File: config.mk
export PLATFORM = sky130hd
export DESIGN_NAME = apb_master_arb
export DESIGN_NICKNAME = d
export VERILOG_FILES = /design/src/rtl/apb_master_arb.sv
export SDC_FILE = /design/constraint.sdc
export NUM_CORES = 1
export LEC_CHECK = 0
export CAP_MARGIN = 10
export CORE_AREA = 8 8 125 127
export DETAILED_ROUTE_END_ITERATION = 6
export DIE_AREA = 0 0 133 135
export GPL_TIMING_DRIVEN = 0
export PLACE_DENSITY = 0.77
export SKIP_LAST_GASP = 1
export SYNTH_ARGS = -nofsm -noshare
export SYNTH_HDL_FRONTEND = slang
export SYNTH_SLANG_ARGS = --single-unit
export TNS_END_PERCENT = 10
File: constraint.sdc
create_clock -name clk -period 2.1 [get_ports clk]
set_clock_uncertainty 0.05 [all_clocks]
set_input_delay 0.315 -clock clk [delete_from_list [all_inputs] [get_ports clk]]
set_output_delay 0.315 -clock clk [all_outputs]
set_load 0.005 [all_outputs]
File: src/rtl/apb_master_arb.sv
// apb_master_arb: round-robin arbiter sharing one APB3 master port among NREQ requesters
module apb_master_arb #(
   parameter int DWIDTH  = 32,
   parameter int AWIDTH  = 10,
   parameter int NREQ    = 4,
   parameter int TIMEOUT = 16
) (
   input  logic                     clk,
   input  logic                     rst_n,
   input  logic [NREQ-1:0]          req_valid_i,
   input  logic [NREQ-1:0]          req_write_i,
   input  logic [NREQ*AWIDTH-1:0]   req_addr_i,
   input  logic [NREQ*DWIDTH-1:0]   req_wdata_i,
   output logic [NREQ-1:0]          req_ready_o,
   output logic [NREQ-1:0]          rsp_valid_o,
   output logic [DWIDTH-1:0]        rsp_rdata_o,
   output logic                     rsp_err_o,
   output logic                     busy_o,
   output logic                     psel_o,
   output logic                     penable_o,
   output logic                     pwrite_o,
   output logic [AWIDTH-1:0]        paddr_o,
   output logic [DWIDTH-1:0]        pwdata_o,
   input  logic [DWIDTH-1:0]        prdata_i,
   input  logic                     pready_i,
   input  logic                     pslverr_i
);
   localparam int LW = NREQ > 1 ? $clog2(NREQ) : 1;
   localparam int CW = TIMEOUT > 1 ? $clog2(TIMEOUT) : 1;
   typedef enum logic [1:0] {IDLE = 2'd0, SETUP = 2'd1, ACCESS = 2'd2} state_e;
   state_e              state_q, state_d;
   logic [LW-1:0]       last_q, last_d, owner_q, owner_d, win;
   logic [CW-1:0]       cnt_q, cnt_d;
   logic [AWIDTH-1:0]   paddr_q, paddr_d;
   logic [DWIDTH-1:0]   pwdata_q, pwdata_d, rsp_rdata_q, rsp_rdata_d;
   logic                pwrite_q, pwrite_d, rsp_err_q, rsp_err_d;
   logic [NREQ-1:0]     req_ready_q, req_ready_d, rsp_valid_q, rsp_valid_d;
   logic                any_req, timeout_hit;
   assign timeout_hit = (TIMEOUT != 0) && (cnt_q == CW'(TIMEOUT - 1));
   // round-robin pick: scan downward so the requester closest after last wins
   always_comb begin
      win = last_q;
      any_req = 1'b0;
      for (int k = NREQ; k >= 1; k--) begin
         if (req_valid_i[LW'((int'(last_q) + k) % NREQ)]) begin
            win = LW'((int'(last_q) + k) % NREQ);
            any_req = 1'b1;
         end
      end
   end
   // FSM state register
   always_ff @(posedge clk or negedge rst_n) begin
      if (!rst_n) state_q <= IDLE;
      else        state_q <= state_d;
   end
   // FSM next state: SETUP always lasts one cycle, ACCESS ends on pready or timeout
   always_comb begin
      state_d = state_q;
      case (state_q)
         IDLE:    state_d = any_req ? SETUP : IDLE;
         SETUP:   state_d = ACCESS;
         ACCESS:  state_d = (pready_i || timeout_hit) ? IDLE : ACCESS;
         default: state_d = IDLE;
      endcase
   end
   // datapath next values: latch the winner on grant, build the response on completion
   always_comb begin
      last_d      = last_q;
      owner_d     = owner_q;
      cnt_d       = cnt_q;
      paddr_d     = paddr_q;
      pwdata_d    = pwdata_q;
      pwrite_d    = pwrite_q;
      rsp_rdata_d = rsp_rdata_q;
      rsp_err_d   = rsp_err_q;
      req_ready_d = '0;
      rsp_valid_d = '0;
      case (state_q)
         IDLE: begin
            if (any_req) begin
               owner_d          = win;
               last_d           = win;
               paddr_d          = req_addr_i[int'(win)*AWIDTH +: AWIDTH];
               pwdata_d         = req_wdata_i[int'(win)*DWIDTH +: DWIDTH];
               pwrite_d         = req_write_i[win];
               req_ready_d[win] = 1'b1;
            end
         end
         SETUP: cnt_d = '0;
         ACCESS: begin
            if (pready_i) begin
               rsp_valid_d[owner_q] = 1'b1;
               rsp_err_d            = pslverr_i;
               rsp_rdata_d          = pwrite_q ? '0 : prdata_i;
            end else if (timeout_hit) begin
               rsp_valid_d[owner_q] = 1'b1;
               rsp_err_d            = 1'b1;
               rsp_rdata_d          = '0;
            end else begin
               cnt_d = cnt_q + 1'b1;
            end
         end
         default: ;
      endcase
   end
   // datapath registers; last resets to NREQ-1 so requester 0 goes first
   always_ff @(posedge clk or negedge rst_n) begin
      if (!rst_n) begin
         last_q      <= LW'(NREQ - 1);
         owner_q     <= '0;
         cnt_q       <= '0;
         paddr_q     <= '0;
         pwdata_q    <= '0;
         pwrite_q    <= 1'b0;
         rsp_rdata_q <= '0;
         rsp_err_q   <= 1'b0;
         req_ready_q <= '0;
         rsp_valid_q <= '0;
      end else begin
         last_q      <= last_d;
         owner_q     <= owner_d;
         cnt_q       <= cnt_d;
         paddr_q     <= paddr_d;
         pwdata_q    <= pwdata_d;
         pwrite_q    <= pwrite_d;
         rsp_rdata_q <= rsp_rdata_d;
         rsp_err_q   <= rsp_err_d;
         req_ready_q <= req_ready_d;
         rsp_valid_q <= rsp_valid_d;
      end
   end
   // outputs decoded from state or taken straight from registers
   always_comb begin
      psel_o      = state_q != IDLE;
      penable_o   = state_q == ACCESS;
      busy_o      = state_q != IDLE;
      pwrite_o    = pwrite_q;
      paddr_o     = paddr_q;
      pwdata_o    = pwdata_q;
      req_ready_o = req_ready_q;
      rsp_valid_o = rsp_valid_q;
      rsp_rdata_o = rsp_rdata_q;
      rsp_err_o   = rsp_err_q;
   end
endmodule

==> results.toml <==
[status]
status = "finished clean"

[global_routing]
overflow = 0
grt-busiest-layer = "met2"
grt_pass1_vias = 5610
globalRouteMet3Util = 0.0598
grt_util_all_layers = 0.222
grt_max_degree = 49
met2_usage = 0.403
antenna_found_initial = 0
use_met1 = 0.246
grt_pass1_wl_mm = 31.2

[timing]
finalCritPeriodShare = 0.995
min_period_ns = 2.09
relSlewSlack = 0.576
fmax_ghz = 0.479
tightest_slew_ns = 0.637
rsz0062_at_grt = "yes"
drv_slew = 0
finalSetupViolations = 0
hold_viol = 0

[finish]
nets = 987
syn2layout_area_growth_pct = 72.2
layout-drive-gt1-share = 0.166
antenna_cells = 0
finish.utilization = 0.664

[die]
ios = 299
core_um2 = 13600
die_w_um = 133
start_util = 0.385
design.die.area_um2 = 18000
dieHeight_um = 135
num_rows = 43

[power]
power_mw = 11.6
swShare = 0.391
p_comb_frac = 0.598
pwr-share-seq = 0.270
p_per_area_nw_per_um2 = 1290
ir_worst_vdd_uv = 713
p_sw_mw = 4.54
pwr-share-clk = 0.132
p_leak_nw = 3.69
p_int_mw = 7.08

[routing]
totalWireLength_mm = 20.4
routedWlPerCell_um = 21.3
vias = 4969
drt_iter0_markers = 201
drtAntennaViolNets = 0
viasPerCell = 5.19
drc = 0
drt_first_pass_iters = 4

[clock_tree]
clk_pin_slew_ns = 0.06
cts_buffers = 9
cts.sinks = 94
cts_tree = "built"
htree_levels = 3
clk_latency_ns = 0.34
clock-root-buffer = "clkbuf_16"
clockBufferDepth = 2

[yosys]
synth_compound_gate_area_share = 0.277
syn_area_per_cell_um2 = 11.6
yosys.cell_types.count = 42
synthFlopType = "dfrtp_1"
muxShareOfSynthArea = 0.0842
ys_seq_elements = 94
ys_top_cells_by_count = "dfrtp_1 (92), nor2_1 (53), mux2i_1 (43)"
syn-instance-count = 454
synthXorXnorAreaFrac = 0
synth_area_um2 = 5250
synth-async-reset-ratio = 1.00
synth_most_common_cell = "dfrtp_1"
synthTopCellsByArea = "dfrtp_1 (44%), a221oi_2 (11%), mux2i_1 (8.2%), a22o_1 (5.3%), a211oi_2 (5.0%)"
syn_nets = 669
synth_top_cell_by_area = "dfrtp_1"
ys_seq_area_frac = 0.449
synth_edf_count = 0
synth-simple-area-share = 0.127
synth_top_family_by_area = "compound AO/OA/AOI/OAI gates"
synthAdderAreaFrac = 0.00715
synth_top_area_share = 0.439
yosys_warnings = 0

[worst_setup_path]
critPathKind = "reg2reg"
critical_path.top_delay_family = "compound AO/OA/AOI/OAI gates"
crit_path_cell_trace = "nor2b_4 -> o21a_4 -> or3_4 -> buf_6 -> buf_8 -> a221oi_4 -> a211oi_2"
arrival_ns = 2.26
cp_slowest_cell = "dfstp_2"
path_max_fanout = 10
startpoint_type = "register"
cp-end-kind = "register"
critPathMaxStageDelay_ns = 0.59
crit_buf_inv = 2
cp_data_required_time_ns = 2.27

[place]
numPortBuffers = 298
dp_hpwl_mm = 15.9
gp_congestion = 0.810

[job]
max-cap-violations = 0

[hold_path]
hold_path_class = "reg2reg"
==> worst register-to-register path, cell delays in order (launching register included) <==
cell and delay, ns:
dfstp_2 0.59, nor2b_4 0.06, o21a_4 0.23, or3_4 0.34, buf_6 0.16, buf_8 0.16, a221oi_4 0.31, a211oi_2 0.07
==> final cells by class <==
type	count	area, um^2
inverters	7	26.3
well taps	180	225
plain buffers	41	314
flip-flops and latches	94	2350
multi-input cells	312	2780
clock inverters	5	35.0
repair buffers	307	3070
fillers	1066	4580
clock buffers	11	233
==> cell usage in the layout (no fill, tap or decap), types with 3 or more instances in the layout <==
cell type        count
a211oi_1            22
a211oi_2            21
a221oi_1             5
a221oi_2            27
a221oi_4            11
a22o_1              32
and2b_1             10
and3_1               3
buf_12               3
buf_2                6
buf_4               14
buf_6                5
clkbuf_1            12
clkbuf_16            9
clkbuf_2             3
clkbuf_4             7
clkdlybuf4s50_1    297
dfrtp_1             92
ha_1                 3
inv_1                6
mux2i_1             43
nand2_1              7
nand3_1              3
nor2_1              53
nor2b_1             36
o21ai_0             10
==> timing repair <==
action,CTS,global route
endpoints found under the setup margin,55,74
gates cloned,0,1
hold endpoints to repair,44,0
resized for setup,9,38
pin swaps,1,8
hold buffers,1,0
buffers inserted,5,1
==> final timing paths <==
path	startpoint	endpoint	slack, ns	cells past startpoint
setup reg to reg	last_q[0]	paddr_o[8]	0.01	7
min in group asynchronous	rst_n	rsp_rdata_o[14]	0.48	2
hold / removal	rsp_rdata_o[0]	rsp_rdata_o[0]	0.44	2
max in group asynchronous	rst_n	rsp_rdata_o[24]	0.86	3
hold reg to reg	rsp_rdata_o[0]	rsp_rdata_o[0]	0.44	2
setup / recovery	last_q[0]	paddr_o[8]	0.01	7
==> stage by stage <==
| step | cell area (um^2) | setup TNS (ns) | hold slack, ns | instances | setup slack [ns] |
|---|---|---|---|---|---|
| after floorplan | 5250 | 0 | -0.0306 | 454 | 0.174 |
| after global placement | 8450 | -288.80 | 0.411 | 932 | -2.83 |
| after detailed placement | 8480 | -27.38 | 0.323 | 933 | -0.583 |
| after CTS | 8830 | -0.159 | 0.438 | 955 | -0.0231 |
| after global routing | 9030 | -1.58 | 0.469 | 957 | -0.0667 |
| final | 9030 | 0 | 0.442 | 957 | 0.0108 |
==> power groups by stage <==
| stage | Clock [mW] | Combinational [mW] | Sequential (mW) |
|---|---|---|---|
| global route | 1.64 | 7.49 | 3.24 |
| CTS | 1.56 | 6.67 | 3.13 |
| global placement | 0 | 6.38 | 3.12 |
| finish | 1.53 | 6.96 | 3.14 |
| floorplan | 0 | 3.46 | 3.16 |
| detailed placement | 0 | 6.54 | 3.16 |
==> sequential cells by signal, summed over array words and instances (netlist names) <==
signal,count
pwdata_o,32
rsp_rdata_o,32
paddr_o,10
cnt_q,4
req_ready_o,4
rsp_valid_o,4
last_q,2
owner_q,2
state_q,2
pwrite_o,1
rsp_err_o,1
==> layer usage <==
layer	vias up	part of all wire
met5	-	0
met1	2417	0.40
met2	198	0.52
met3	20	0.065
li1	2334	-
met4	0	0.015
==> logic make-up (layout without fill, tap and decap cells) <==
family / count (synthesis) / in the layout
buffers and inverters: 48 / 371
AO/OA/AOI/OAI: 139 / 139
flip-flops: 94 / 94
adder cells (fa/ha/maj): 3 / 3
AND/OR/NAND/NOR: 126 / 126
multiplexers: 44 / 44
(Power assumes the default switching activity.)
